### src/rtl/pc_fetch_unit_if.sv
// pc_fetch_unit_if -- fetch-unit bundle: pipeline control, redirect strobes,
// instruction-memory handshake and fetch results.
//   master : the fetch unit (drives instr_req, pc, pc_plus4, fetch_valid,
//            fetch_pc, stall_cycles; samples everything else)
//   slave  : the surrounding pipeline / memory (the mirror image)
interface pc_fetch_unit_if;
  logic        stall;
  logic        branch_taken;
  logic [31:0] branch_offset;
  logic        jump;
  logic [25:0] jump_index;
  logic        instr_ack;
  logic        instr_req;
  logic [31:0] pc;
  logic [31:0] pc_plus4;
  logic        fetch_valid;
  logic [31:0] fetch_pc;
  logic [31:0] stall_cycles;

  modport master (
    input  stall, branch_taken, branch_offset, jump, jump_index, instr_ack,
    output instr_req, pc, pc_plus4, fetch_valid, fetch_pc, stall_cycles
  );

  modport slave (
    output stall, branch_taken, branch_offset, jump, jump_index, instr_ack,
    input  instr_req, pc, pc_plus4, fetch_valid, fetch_pc, stall_cycles
  );
endinterface

### src/rtl/pc_fetch_unit.sv
// pc_fetch_unit -- program counter and instruction-fetch request FSM.
//   clk    : single clock, rising edge
//   reset  : synchronous, active high; pc <- RESET_PC, FSM -> REQ
//   bus    : pc_fetch_unit_if.master (stall, branch/jump strobes, instr_ack in;
//            instr_req, pc, pc_plus4, fetch_valid, fetch_pc, stall_cycles out)
// Optional feature: define PC_STALL_COUNT_EN to build the WAIT-cycle counter
// behind stall_cycles; otherwise stall_cycles is tied to zero.
module pc_fetch_unit #(
  parameter logic [31:0] RESET_PC = 32'h0000_0000
) (
  input  logic            clk,
  input  logic            reset,
  pc_fetch_unit_if.master bus
);
  localparam int STAGES = 1;

  typedef enum logic {S_REQ, S_WAIT} state_t;

  typedef struct packed {
    logic        vld;
    logic [31:0] tgt;
  } redir_t;

  state_t            state, state_nxt;
  logic [31:0]       pc_q, pc_plus4, pc_nxt, fetch_pc_q;
  logic [31:0]       br_tgt, jmp_tgt;
  redir_t            strobe, pend_q;
  logic              upd, instr_req;
  logic [STAGES:0]   vld_pipe;

  assign pc_plus4 = pc_q + 32'd4;
  assign br_tgt   = pc_plus4 + (bus.branch_offset << 2);
  assign jmp_tgt  = {pc_plus4[31:28], bus.jump_index, 2'b00};

  // Redirect seen this cycle; jump wins over branch.
  always_comb begin
    strobe.vld = bus.jump | bus.branch_taken;
    strobe.tgt = bus.jump ? jmp_tgt : br_tgt;
  end

  // A fresh strobe beats an older pending target.
  always_comb begin
    pc_nxt = pc_plus4;
    if (strobe.vld)      pc_nxt = strobe.tgt;
    else if (pend_q.vld) pc_nxt = pend_q.tgt;
  end

  always_comb begin
    state_nxt   = state;
    upd         = 1'b0;
    instr_req   = 1'b0;
    vld_pipe[0] = 1'b0;
    case (state)
      S_REQ: begin
        instr_req = 1'b1;
        if (bus.instr_ack) begin
          // Accepted request completes even if the pipe stalls.
          vld_pipe[0] = 1'b1;
          if (bus.stall) state_nxt = S_WAIT;
          else           upd = 1'b1;
        end
      end
      S_WAIT: begin
        // instr_ack is ignored here: nothing is outstanding.
        if (!bus.stall) begin
          upd       = 1'b1;
          state_nxt = S_REQ;
        end
      end
      default: state_nxt = S_REQ;
    endcase
  end

  always_ff @(posedge clk) begin
    if (reset) begin
      state              <= S_REQ;
      pc_q               <= RESET_PC;
      pend_q             <= '0;
      vld_pipe[STAGES:1] <= '0;
      fetch_pc_q         <= '0;
    end else begin
      state              <= state_nxt;
      vld_pipe[STAGES:1] <= vld_pipe[STAGES-1:0];
      if (upd) pc_q <= pc_nxt;
      // Strobes that cannot be consumed now are remembered; latest wins.
      if (upd)             pend_q.vld <= 1'b0;
      else if (strobe.vld) pend_q     <= strobe;
      if (vld_pipe[0]) fetch_pc_q <= pc_q;
    end
  end

`ifdef PC_STALL_COUNT_EN
  logic [31:0] stall_cnt_q;
  always_ff @(posedge clk) begin
    if (reset)                stall_cnt_q <= '0;
    else if (state == S_WAIT) stall_cnt_q <= stall_cnt_q + 32'd1;
  end
  assign bus.stall_cycles = stall_cnt_q;
`else
  assign bus.stall_cycles = '0;
`endif

  assign bus.instr_req   = instr_req;
  assign bus.pc          = pc_q;
  assign bus.pc_plus4    = pc_plus4;
  assign bus.fetch_valid = vld_pipe[STAGES];
  assign bus.fetch_pc    = fetch_pc_q;
endmodule

### src/flat_wrapper.sv
// flat-port wrapper written by rule: the top's interface ports become plain ports
module pc_fetch_unit_flat 
#(
  parameter logic [31:0] RESET_PC = 32'h0000_0000
)
  (clk, reset, bus_stall, bus_branch_taken, bus_branch_offset, bus_jump, bus_jump_index, bus_instr_ack, bus_instr_req, bus_pc, bus_pc_plus4, bus_fetch_valid, bus_fetch_pc, bus_stall_cycles);
  pc_fetch_unit_if bus_i ();
  input  logic clk;
  input  logic reset;
  input wire logic [$bits(bus_i.stall)-1:0] bus_stall;
  input wire logic [$bits(bus_i.branch_taken)-1:0] bus_branch_taken;
  input wire logic [$bits(bus_i.branch_offset)-1:0] bus_branch_offset;
  input wire logic [$bits(bus_i.jump)-1:0] bus_jump;
  input wire logic [$bits(bus_i.jump_index)-1:0] bus_jump_index;
  input wire logic [$bits(bus_i.instr_ack)-1:0] bus_instr_ack;
  output wire logic [$bits(bus_i.instr_req)-1:0] bus_instr_req;
  output wire logic [$bits(bus_i.pc)-1:0] bus_pc;
  output wire logic [$bits(bus_i.pc_plus4)-1:0] bus_pc_plus4;
  output wire logic [$bits(bus_i.fetch_valid)-1:0] bus_fetch_valid;
  output wire logic [$bits(bus_i.fetch_pc)-1:0] bus_fetch_pc;
  output wire logic [$bits(bus_i.stall_cycles)-1:0] bus_stall_cycles;
  assign bus_i.stall = bus_stall;
  assign bus_i.branch_taken = bus_branch_taken;
  assign bus_i.branch_offset = bus_branch_offset;
  assign bus_i.jump = bus_jump;
  assign bus_i.jump_index = bus_jump_index;
  assign bus_i.instr_ack = bus_instr_ack;
  assign bus_instr_req = bus_i.instr_req;
  assign bus_pc = bus_i.pc;
  assign bus_pc_plus4 = bus_i.pc_plus4;
  assign bus_fetch_valid = bus_i.fetch_valid;
  assign bus_fetch_pc = bus_i.fetch_pc;
  assign bus_stall_cycles = bus_i.stall_cycles;
  pc_fetch_unit #(.RESET_PC(RESET_PC)) u_core (.clk(clk), .reset(reset), .bus(bus_i));
endmodule
### config.mk
export PLATFORM = sky130hd
export DESIGN_NAME = pc_fetch_unit_flat
export DESIGN_NICKNAME = d
export VERILOG_FILES = /design/src/rtl/pc_fetch_unit_if.sv /design/src/rtl/pc_fetch_unit.sv /design/src/flat_wrapper.sv
export SDC_FILE = /design/constraint.sdc
export NUM_CORES = 1
export LEC_CHECK = 0
export CAP_MARGIN = 20
export CORE_MARGIN = 2
export CORE_UTILIZATION = 30
export DETAILED_ROUTE_END_ITERATION = 6
export GPL_TIMING_DRIVEN = 0
export PLACE_DENSITY = 0.58
export SKIP_CTS_REPAIR_TIMING = 1
export SYNTH_ARGS = -nofsm -noshare
export SYNTH_HDL_FRONTEND = slang
export SYNTH_SLANG_ARGS = --single-unit
### constraint.sdc
create_clock -name clk -period 6 [get_ports clk]
set_input_delay 0.6 -clock clk [delete_from_list [all_inputs] [get_ports clk]]
set_output_delay 0.6 -clock clk [all_outputs]
set_load 0.05 [all_outputs]
Word level (Yosys, flattened, before mapping)

Cells that the tools add are included.

Flip-flop bits (word level): 99
Input bits: 64
Output and inout bits: 130
Word-level logic and storage cells: 25

$add $sub $neg: 2
Mux-type cells: 12
Bitwise logic cells: 3
Reductions and logical operators: 2

Operators with widths:

| operator                                       | number |
|---|---|
| 2-to-1 mux 32 bit                              | 3 |
| adder 32 x 3 -> 32 bit (second input constant) | 1 |
| adder 32 bit                                   | 1 |
| 2-to-1 mux 1 bit                               | 7 |
| one-hot mux 1 bit (2 select lines)             | 2 |
| NOT 1 bit                                      | 2 |
| AND reduction 2 bit                            | 1 |
| OR reduction 2 bit                             | 1 |
| OR 1 bit                                       | 1 |

Longest topological paths before layout

Gate-level depths: netlist of run 1.

Word-level depth: 5
Gate-level depth with buffers: 19
Depth with buffers taken out: 17

Least setup slack after synthesis of run 1

OpenSTA, ideal clock, no wires.

Path kind: reg2reg
Start point: reg u_core.pc_q[4], in the netlist u_core.bus.pc[4]
End point: reg u_core.pend_q[19] in the netlist's numbering
Library setup time: 0.060 ns
Arrival: 4.946 ns
Required time: 5.940 ns
Path slack: 0.994 ns
Stages on the path, launching flop included: 19
Buffers on the path: 1
Period minus slack after synthesis: 5.006 ns
Cells stage by stage: dfxtp_1 -> and3_1 -> and3_1 -> and2_1 -> buf_2 -> nand4_1 -> xnor2_1 -> ha_1 -> and3_1 -> and2_1 -> a221o_1 -> a41o_2 -> a21oi_2 -> o21bai_2 -> a211oi_2 -> o21bai_2 -> mux2_4 -> nor2_2 -> o221a_1

Longest elaborated chain between the ends: 3

RTL lines:

| what                     | RTL line            | RTL |
|---|---|---|
| start: declaration       | pc_fetch_unit.sv:25 | `logic [31:0] pc_q, pc_plus4, pc_nxt, fetch_pc_q;` |
| start signal: assignment | pc_fetch_unit.sv:84 | `if (upd) pc_q <= pc_nxt;` |
| adder 32 x 3 -> 32 bit   | pc_fetch_unit.sv:31 | `assign pc_plus4 = pc_q + 32'd4;` |
| via bus_pc_plus4[11]     | flat_wrapper.sv:18  | `output wire logic [$bits(bus_i.pc_plus4)-1:0] bus_pc_plus4;` |
| adder 32 bit             | pc_fetch_unit.sv:32 | `assign br_tgt = pc_plus4 + (bus.branch_offset << 2);` |
| 2-to-1 mux 32 bit        | pc_fetch_unit.sv:38 | `strobe.tgt = bus.jump ? jmp_tgt : br_tgt;` |
| end signal: assignment   | pc_fetch_unit.sv:87 | `else if (strobe.vld) pend_q <= strobe;` |
| end: declaration         | pc_fetch_unit.sv:27 | `redir_t strobe, pend_q;` |

The timed path passes the listed nets, and every way through them passes these cells.
A chain may end at the register's enable or synchronous reset.

Worst setup path after layout of run 1

Start point: reg u_core.pc_q[4], in the netlist u_core.bus.pc[4]
End point: reg u_core.pc_q[27], in the netlist u_core.bus.pc[27]

Longest elaborated chain between the ends: 4
Elaborated cells between the ends (all ways): 5
Classes of those cells: add/sub: 2; mux: 3

RTL lines:

| what                       | RTL line            | RTL |
|---|---|---|
| adder 32 x 3 -> 32 bit (*) | pc_fetch_unit.sv:31 |  |
| adder 32 bit               | pc_fetch_unit.sv:32 |  |
| 2-to-1 mux 32 bit          | pc_fetch_unit.sv:38 |  |
| 2-to-1 mux 32 bit (*)      | pc_fetch_unit.sv:44 | `if (strobe.vld) pc_nxt = strobe.tgt;` |

Every way passes the cells marked *; elsewhere a longest branch is shown, timed or not.

==> flow_metrics.tcl, run 1 <==
set metrics [dict create \
    yosys.area_share.adder_pct 6.86 \
    syn_area_per_cell_um2 7.66 \
    critical_path_class "register to register" \
    synth-seq-area-share_pct 28.9 \
    place_inst 1370 \
    drt_iter0_markers 689 \
    grt_pass1_vias 6756 \
    peakVddDrop_uv 166 \
    vias 7135 \
    syn_inst 896 \
    cts.sinks 99 \
    multiInputGateArea_um2 4460 \
    rows 55 \
    start_kind "register" \
    synth_top_family_by_area "compound AO/OA/AOI/OAI gates" \
    die_w_um 155 \
    hold_violations 0 \
    worstMarginPinSlew_ns 0.918 \
    numCtsBuffers 9 \
    arrival_ns 4.91 \
    design.core.area_um2 22600 \
    h-tree-depth 3 \
    status "completed" \
    fin_cells 1386 \
    antenna_found_initial 1 \
    dp_hpwl_um 20100 \
    area_growth_pct 34.7 \
    cts_max_path_buffers 2 \
    rsz0062_at_grt "false" \
    cts_root_buf "clkbuf_16" \
    wl_um 26000 \
    start_util_pct 30.4 \
    drv_cap 0 \
    reg2reg_from "u_core.bus.pc[4]" \
    p_leak_nw 3.74 \
    seqCellArea_um2 1980 \
    ys_ff_latch 99 \
    critPathTopFamily "compound AO/OA/AOI/OAI gates" \
    ys_async_sr_fraction_pct 0 \
    hold_start "u_core.bus.fetch_pc[17]" \
    grt_max_degree 16 \
    ant_nets 0 \
    synth_edf_count 0 \
    fin_util_pct 41.0 \
    power_density_nw_per_um2 237 \
    clk_pin_slew_ns 0.07 \
    synth_xor_area_share_pct 6.88 \
    crit_chain "and3_1 -> and3_1 -> clkbuf_1 -> nand3_1 -> xnor2_1 -> ha_1 -> a21o_1 -> a21o_1 -> a221o_1 -> a41o_2 -> a21oi_4 -> o21ai_2 -> a211oi_2 -> xnor2_1 -> o221ai_1 -> nand2_1 -> a21oi_1" \
    netlist_area_um2 6860 \
    timing.fmax_mhz 215 \
    grt_pass1_wl_um 39400 \
    io_buffers 158 \
    design.portCount 194 \
    finalCriticalPeriod_ns 4.65 \
    slew_headroom_pct 38.8 \
    gp_congestion 0.927 \
    synth_compound_area_share_pct 25.1 \
    whs_ns 0.455 \
    slowest_stage "dfxtp_1" \
    antennaDiodeCount 0 \
    drc 0 \
    clkLatencyLatePin_ns 0.35 \
    dieArea_um2 24100 \
    synth_mux_area_share_pct 4.81 \
    crit_fanout 8 \
    first_pass_iters 5 \
    grt_usage_pct 21.2 \
    period_share_pct 77.5 \
    finalSetupTns_ns 0 \
    cp_data_required_time_ns 6.26 \
    synth_cell_types 73 \
    viasPerCell 5.15 \
    grt_overflow 0 \
    wl_per_cell_um 18.8 \
    die_h_um 155 \
    drv_slew 0 \
    yosys_warnings 0 \
    total_power_w 0.00219 \
    yosys_most_used_dff "dfxtp_1" \
    num-fill-cells 2346 \
    setup_viol_count_final 0 \
    finClkSkew_ns 0.0115 \
    cts_tree "yes" \
    max_stage_delay_ns 0.51 \
    drive_gt1_share_pct 7.81 \
    path_buf_inv 1 \
    nets 1197 \
    synth_simple_gate_area_share_pct 19.5 \
    critPathLaunch "u_core.bus.pc[4]" \
    end_kind "register" \
    min-delay-path-class "register to register" \
]
## cells in the final DEF (no fill, tap or decap), types with 14 or more instances in the layout
cell	n
a211oi_1	19
a21o_1	18
a21oi_1	93
buf_4	34
clkbuf_1	47
clkdlybuf4s50_1	158
conb_1	32
dfxtp_1	99
ha_1	36
inv_1	14
mux2i_1	27
nand2_1	143
nand3_1	19
nand4_1	14
nor2_1	82
o211ai_1	21
o21ai_0	43
xnor2_1	32
xor2_1	20
## sequential cells by signal, summed over array words and instances (netlist names)
register                cells
u_core.bus.fetch_pc        32
u_core.bus.pc              32
u_core.state                1
u_core.pend_q              33
u_core.bus.fetch_valid      1
## cell usage after synthesis (3+ instances only)
| library cell | instances | area, um2 |
|---|---|---|
| a211oi_1 | 19 | 143 |
| a211oi_2 | 3 | 37.5 |
| a21o_1 | 18 | 135 |
| a21oi_1 | 93 | 465 |
| a21oi_2 | 3 | 26.3 |
| a221oi_1 | 3 | 26.3 |
| a22oi_1 | 4 | 30.0 |
| a311oi_1 | 3 | 26.3 |
| a31oi_1 | 4 | 25.0 |
| and2_1 | 4 | 25.0 |
| and3_1 | 11 | 68.8 |
| buf_1 | 8 | 30.0 |
| buf_4 | 34 | 255 |
| clkbuf_1 | 46 | 173 |
| dfxtp_1 | 99 | 1980 |
| ha_1 | 36 | 450 |
| inv_1 | 14 | 52.6 |
| mux2_2 | 4 | 45.0 |
| mux2i_1 | 27 | 270 |
| nand2_1 | 143 | 537 |
| nand2b_1 | 7 | 43.8 |
| nand3_1 | 19 | 95.1 |
| nand4_1 | 14 | 87.6 |
| nor2_1 | 82 | 308 |
| nor2b_1 | 4 | 25.0 |
| nor3_1 | 9 | 45.0 |
| o211a_1 | 4 | 40.0 |
| o211ai_1 | 21 | 158 |
| o21a_1 | 3 | 22.5 |
| o21ai_0 | 43 | 215 |
| o21bai_1 | 5 | 37.5 |
| o221a_2 | 4 | 45.0 |
| o221ai_1 | 3 | 26.3 |
| or3_1 | 3 | 18.8 |
| xnor2_1 | 32 | 280 |
| xor2_1 | 20 | 175 |
## logic make-up (layout without fill, tap and decap cells)
kind of cell,Yosys count,count (layout)
and+or+nand+nor,308,308
AOI/OAI and AO/OA,259,259
buffers and inverters,107,281
xor gates and xnor gates,53,53
muxes,32,32
other,1,32
DFF,99,99
adders and majority gates,37,37
## report_power, final
group | internal, W | total [W] | leakage, nW | switching, W
sequential | 0.000701 | 0.000748 | 0.812 | 0.0000466
combinational | 0.000277 | 0.000784 | 2.77 | 0.000508
clock | 0.000388 | 0.000655 | 0.159 | 0.000267
## routing by layer
metal / wire length (um) / share of wire [%] / vias up / track usage, %
li1: - / - / 3515 / -
met1: 11800 / 45 / 3253 / 29.3
met2: 11400 / 44 / 312 / 33.4
met3: 2130 / 8.2 / 53 / 3.26
met4: 709 / 2.7 / 2 / 8.21
met5: 13 / 0.050 / - / 0
## final cells by class
| type | count | share of cell area (%) |
|---|---|---|
| clock buffer | 12 | 2.77 |
| timing repair buffer | 158 | 17.1 |
| sequential | 99 | 21.4 |
| clock inverter | 4 | 0.785 |
| inverter | 16 | 0.650 |
| multi-input combinational | 721 | 48.2 |
| buffer | 91 | 5.18 |
| tap | 285 | 3.86 |
## worst paths after layout
check / slack [ns] / cells after the start / end
min reg2reg: 0.45 / 2 / u_core.bus.fetch_pc[17]
max reg2reg: 1.35 / 17 / u_core.bus.pc[27]
min: 0.45 / 2 / u_core.bus.fetch_pc[17]
max: 1.35 / 17 / u_core.bus.pc[27]
## per-stage QoR
stage          instance area, um2  setup slack [ns]
3_3_place_gp                 8910              1.35
3_5_place_dp                 8910              1.33
4_1_cts                      9240              1.31
2_1_floorplan                6980             0.994
6_report                     9240              1.35
5_1_grt                      9240             0.989
## worst register-to-register path: stages, from the launching register on
cell,delay (ns)
dfxtp_1,0.51
and3_1,0.22
and3_1,0.17
clkbuf_1,0.40
nand3_1,0.16
xnor2_1,0.36
ha_1,0.38
a21o_1,0.20
a21o_1,0.17
a221o_1,0.33
a41o_2,0.29
a21oi_4,0.20
o21ai_2,0.11
a211oi_2,0.31
xnor2_1,0.14
o221ai_1,0.30
nand2_1,0.10
a21oi_1,0.21
Power figures use the tool's default switching activity.
==> run 2, diff against run 1 <==
Settings changed: PLACE_DENSITY 0.58 to 0.61.
Clock period 6 ns to 3.75 ns, I/O delays scaled along.
==> run 2 against run 1 <==
  * The run now ends with negative setup slack left
  * Clock-buffer cell count decreased by 2
  * Flip-flop and latch count unchanged
  * Maximum frequency increased by 20%
  * Sequential power increased by 60%
  * Register-to-register slack got worse by 1.5 ns
  * Sequential share of layout area decreased by 1.4 points
  * Worst setup slack got worse by 1.5 ns
  * First-iteration DRC count decreased by 18%
  * Global-route usage increased by 0.23 points
==> flow_metrics.tcl, run 2 (same netlist as run 1, synthesis figures left out) <==
set metrics [dict create \
    status "finished with violations" \
    violations "negative setup slack" \
    dp_hpwl_um 20400 \
    h-tree-depth 3 \
    first_pass_iters 5 \
    area_growth_pct 48.0 \
    cp_data_required_time_ns 4.01 \
    clkLatencyLatePin_ns 0.36 \
    placed_area_um2 9270 \
    drv_cap 0 \
    drt_iter0_markers 568 \
    cts_tree "yes" \
    numCtsBuffers 9 \
    total_power_w 0.00354 \
    crit_fanout 5 \
    fin_util_pct 45.0 \
    nets 1228 \
    whs_ns 0.456 \
    grt_max_degree 17 \
    arrival_ns 4.14 \
    antenna_found_initial 0 \
    min-delay-path-class "register to register" \
    start_util_pct 30.4 \
    design.core.area_um2 22600 \
    whs_path_depth 2 \
    antennaDiodeCount 0 \
    finalCriticalPeriod_ns 3.89 \
    die_h_um 155 \
    largest_register "u_core.pend_q" \
    cts_max_path_buffers 2 \
    finClkSkew_ns 0.0142 \
    stdcell_area_um2 10200 \
    dieArea_um2 24100 \
    slew_headroom_pct 37.3 \
    fin_cells 1417 \
    io_buffers 158 \
    timing.fmax_mhz 257 \
    clk_pin_slew_ns 0.07 \
    drv_slew 0 \
    die_w_um 155 \
    wl_um 27000 \
    setup_ws_ns -0.135 \
    reg2reg_depth 18 \
    ant_nets 0 \
    wl_per_cell_um 19.0 \
    drive_gt1_share_pct 18.3 \
    mostFrequentLayoutCells "clkdlybuf4s50_1, nand2_1, a21oi_1, dfxtp_1, nor2_1" \
    grt_overflow 0 \
    power_density_nw_per_um2 349 \
    grt_pass1_wl_um 39600 \
    design.portCount 194 \
    cts.sinks 99 \
    drc 0 \
    start_kind "register" \
    gp_congestion 0.915 \
    setup_viol_count_final 10 \
    hold_violations 0 \
    worstMarginPinSlew_ns 0.941 \
    period_share_pct 104 \
    end_kind "register" \
    largest_reg_flops 33 \
    rows 55 \
    rsz0062_at_grt "true" \
    grt_pass1_vias 6802 \
    p_leak_nw 4.11 \
    cts_root_buf "clkbuf_16" \
    viasPerCell 5.22 \
    vias 7395 \
    grt_usage_pct 21.5 \
    final_common_cell "clkdlybuf4s50_1" \
    place_inst 1370 \
    critical_path_class "register to register" \
    peakVddDrop_uv 248 \
]
[run 2: changes by cell type in the layout (fill, tap and decap cells not counted), sizes merged]
cell	change
clkinv	+1
buf	+34
clkbuf	-5
dlymetal6s2s	+1
clkdlybuf4s50	-1
bufinv	-1
clkinvlp	+2
[run 2: worst paths after layout]
kind | to | from | slack (ns)
setup / recovery | u_core.pend_q[31] | u_core.bus.pc[5] | -0.14
hold / removal | u_core.bus.fetch_pc[23] | u_core.bus.fetch_pc[23] | 0.46
setup reg to reg | u_core.pend_q[31] | u_core.bus.pc[5] | -0.14
hold reg to reg | u_core.bus.fetch_pc[23] | u_core.bus.fetch_pc[23] | 0.46
[run 2: cell type report]
cell class	count	area (um2)
Clock buffer	10	229
Multi-Input combinational cell	721	5070
Inverter	16	60.1
Fill cell	2291	12400
Clock inverter	6	66.3
Tap cell	285	357
Timing Repair Buffer	194	1870
Sequential cell	99	2030
Buffer	86	470
[run 2: worst max-delay path: stages (launching register included)]
cell      delay, ns
dfxtp_4        0.37
and3_4         0.18
and3_4         0.18
and2_4         0.16
nand4_1        0.19
xnor2_4        0.26
ha_4           0.25
and3_4         0.15
and2_4         0.15
a221o_1        0.31
a41o_2         0.27
a21oi_4        0.20
o21ai_4        0.11
a211oi_4       0.31
a21oi_4        0.12
xor2_2         0.22
buf_4          0.15
nand4_1        0.08
o311ai_1       0.11
[run 2: power breakdown]
part           leakage, nW  internal, W  switching (W)  total [W]
clock                0.135     0.000518       0.000431   0.000949
combinational         3.15     0.000528       0.000857    0.00139
sequential           0.822      0.00112      0.0000833    0.00120
total                 4.11      0.00217        0.00137    0.00354
[run 2: layer usage]
layer  share of wire [%]  global-route usage [%]  wire length, um
met4                 1.7                    6.64              469
met5                   0                       0                0
met3                 7.9                    5.10             2140
met1                  43                    27.3            11500
met2                  48                    36.1            12800
[run 2: per-stage QoR]
stage               setup WS [ns]  setup TNS, ns
finish                     -0.135         -0.798
global route               -0.307          -3.82
CTS                        -0.742          -8.17
detailed placement         -0.715          -7.24
global placement           -0.708          -5.95
floorplan                  -0.399          -3.81
==> run 3, diff against run 2 <==
Settings changed: ABC_AREA from default to 1, CORE_MARGIN 2 to default, PLACE_DENSITY 0.61 to 0.59.
==> run 3 against run 2 <==
  * The run now ends clean
  * Register-to-register slack improved by 0.37 ns
  * Combinational power grew 4%
  * Global-route usage is 0.73 points higher
  * Synthesized area grew 12%
  * Clock power increased by 0.7%
  * Critical endpoint is now u_core.pend_q[25]
  * Total power up 2.3%
  * First-iteration DRC count rose by 5.1%
  * Clock-buffer cell count up 3
  * Final cell count grew 26%
  * Non-clock buffer count shrank 47
  * Largest power group unchanged
  * Core utilization decreased by 4.6 points
  * Maximum frequency rose by 11%
==> flow_metrics.tcl, run 3 <==
set metrics [dict create \
    dp_hpwl_um 24200 \
    grt_overflow 0 \
    p_int_w 0.00215 \
    finClkSkew_ns 0.0127 \
    dieArea_um2 26200 \
    largest_reg_flops 33 \
    rrSetupSlack_ns 0.24 \
    reg2reg_from "u_core.bus.pc[3]" \
    drv_cap 0 \
    yosys_warnings 0 \
    grt_usage_pct 22.2 \
    critPathTopFamily "simple AND/OR/NAND/NOR gates" \
    drt_iter0_markers 597 \
    drv_slew 0 \
    seqCellArea_um2 1990 \
    syn_area_per_cell_um2 6.17 \
    ys_ff_latch 99 \
    cpMostUsedCell "nand2_1" \
    multiInputGateArea_um2 4810 \
    fin_util_pct 40.4 \
    p_leak_nw 5.00 \
    die_w_um 162 \
    synth-seq-area-share_pct 25.8 \
    synth_largest_area_cell "dfxtp_1" \
    cts_max_path_buffers 2 \
    cts_tree "yes" \
    power_frac_clock_pct 26.4 \
    crit_chain "ha_1 -> nand2_2 -> nor3_4 -> nand3_4 -> nor3_4 -> nand3_1 -> and2_1 -> ha_1 -> nand2_1 -> nor2_1 -> and2_1 -> nand3_1 -> nand4_1 -> nand3_1 -> nand2_1 -> nand2_1 -> nand2_1 -> inv_1" \
    worstMarginPinSlew_ns 0.709 \
    nets 1546 \
    status "completed" \
    min-delay-path-class "register to register" \
    h-tree-depth 3 \
    final_common_cell "nand2_1" \
    die_h_um 162 \
    peakVddDrop_uv 204 \
    placed_area_um2 9830 \
    pre_cts_slack_ns 0.122 \
    clk_pin_slew_ns 0.07 \
    synth_top_area_share_pct 25.8 \
    synth_cell_types 46 \
    arrival_ns 3.77 \
    drc 0 \
    cts_root_buf "clkbuf_16" \
    numCtsBuffers 9 \
    critical_path_class "register to register" \
    mostFrequentLayoutCells "nand2_1, inv_1, clkdlybuf4s50_1, nor2_1, o21ai_0" \
    largest_register "u_core.pend_q" \
    cp_data_required_time_ns 4.00 \
    crit_fanout 6 \
    finalCriticalPeriod_ns 3.51 \
    num-fill-cells 2754 \
    path_buf_inv 1 \
    slew_headroom_pct 52.8 \
    vias 8582 \
    period_share_pct 93.7 \
    design.core.area_um2 25200 \
    antenna_found_initial 0 \
    stdcell_area_um2 10200 \
    rsz0062_at_grt "false" \
    grt_max_degree 16 \
    cts.sinks 99 \
    setup_viol_count_final 0 \
    timing.fmax_mhz 285 \
    ys_async_sr_fraction_pct 0 \
    ant_nets 0 \
    r2r_end "u_core.pend_q[25]" \
    total_power_w 0.00362 \
    crit_path_end "u_core.pend_q[25]" \
    reg2reg_depth 18 \
    combPwrFrac_pct 39.6 \
    gp_congestion 0.904 \
    p_sw_w 0.00147 \
    wl_um 29600 \
    grt_pass1_vias 7724 \
    swShare_pct 40.6 \
    antennaDiodeCount 0 \
    design.portCount 194 \
    yosys_most_used_dff "dfxtp_1" \
    end_kind "register" \
    whs_path_depth 2 \
    seq_power_share_pct 34.0 \
    max_stage_delay_ns 0.43 \
    slowest_stage "ha_1" \
    first_pass_iters 5 \
    netlist_area_um2 7680 \
    finalSetupTns_ns 0 \
    setup_ws_ns 0.236 \
    viasPerCell 4.82 \
    synth_area_leaders "dfxtp_1, nand2_1, inv_1" \
    netlist_top_cells_count "nand2_1, inv_1, nor2_1" \
    syn_inst 1245 \
    wl_per_cell_um 16.6 \
    rows 58 \
    critical_path_depth 18 \
    power_density_nw_per_um2 356 \
    start_util_pct 30.5 \
    hold_violations 0 \
    area_growth_pct 32.4 \
    start_kind "register" \
    grt_pass1_wl_um 44300 \
    critPathLaunch "u_core.bus.pc[3]" \
    clkLatencyLatePin_ns 0.35 \
    synth_most_common_cell "nand2_1" \
    drive_gt1_share_pct 8.76 \
    synth_edf_count 0 \
    io_buffers 158 \
]
==> run 3: tightest hold or removal path, cell delays in order (launching register included) <==
cell	delay [ns]
dfxtp_1	0.31
nand2_1	0.06
a21oi_1	0.05
==> run 3: metal layers <==
| layer | wire length [um] | global-route usage (%) | share of wire, % | vias up |
|---|---|---|---|---|
| met5 | 0 | 0 | 0 | - |
| met4 | 696 | 5.92 | 2.4 | 0 |
| met3 | 1870 | 3.06 | 6.3 | 36 |
| met2 | 13100 | 35.6 | 44 | 293 |
| met1 | 13900 | 30.9 | 47 | 3935 |
| li1 | - | - | - | 4318 |
==> run 3: logic make-up (layout without fill, tap and decap cells) <==
family	count (synthesis)	after routing	synth area share [%]
simple gates	611	611	35.0
buf+inv	251	425	14.1
compound gates	222	222	16.1
flops	99	99	25.8
fa+ha+maj	37	37	6.12
xor+xnor	24	24	2.93
other cells	1	32	0.0488
==> run 3: power groups by stage <==
stage | Clock, W | Sequential, W | Combinational [W]
final | 0.000956 | 0.00123 | 0.00144
after global routing | 0.00101 | 0.00124 | 0.00155
after CTS | 0.000968 | 0.00123 | 0.00143
after detailed placement | 0 | 0.00125 | 0.00142
after global placement | 0 | 0.00125 | 0.00142
after floorplan | 0 | 0.00141 | 0.000784
==> run 3: how the worst min path moves through the flow <==
| stage | start | endpoint | slack, ns |
|---|---|---|---|
| finish | u_core.pend_q[2] | u_core.pend_q[2] | 0.47 |
| global route | u_core.bus.fetch_pc[17] | u_core.bus.fetch_pc[17] | 0.50 |
| CTS | u_core.pend_q[2] | u_core.pend_q[2] | 0.47 |
| detailed placement | u_core.pend_q[2] | u_core.pend_q[2] | 0.46 |
| global placement | u_core.pend_q[2] | u_core.pend_q[2] | 0.45 |
| floorplan | u_core.pend_q[2] | u_core.pend_q[2] | 0.44 |
==> run 3: cell type report <==
class / count / share of cell area (%)
clock buffer: 13 / 2.46
sequential: 99 / 19.6
inverter: 176 / 6.50
multi-input combinational: 926 / 47.3
clock inverter: 3 / 0.455
buffer: 75 / 4.12
tap: 330 / 4.06
timing repair buffer: 158 / 15.6
==> run 3: through the flow <==
stage,cells,hold slack [ns]
after floorplan,1276,0.441
after global placement,1764,0.451
after detailed placement,1764,0.459
after CTS,1780,0.468
after global routing,1780,0.501
final,1780,0.469
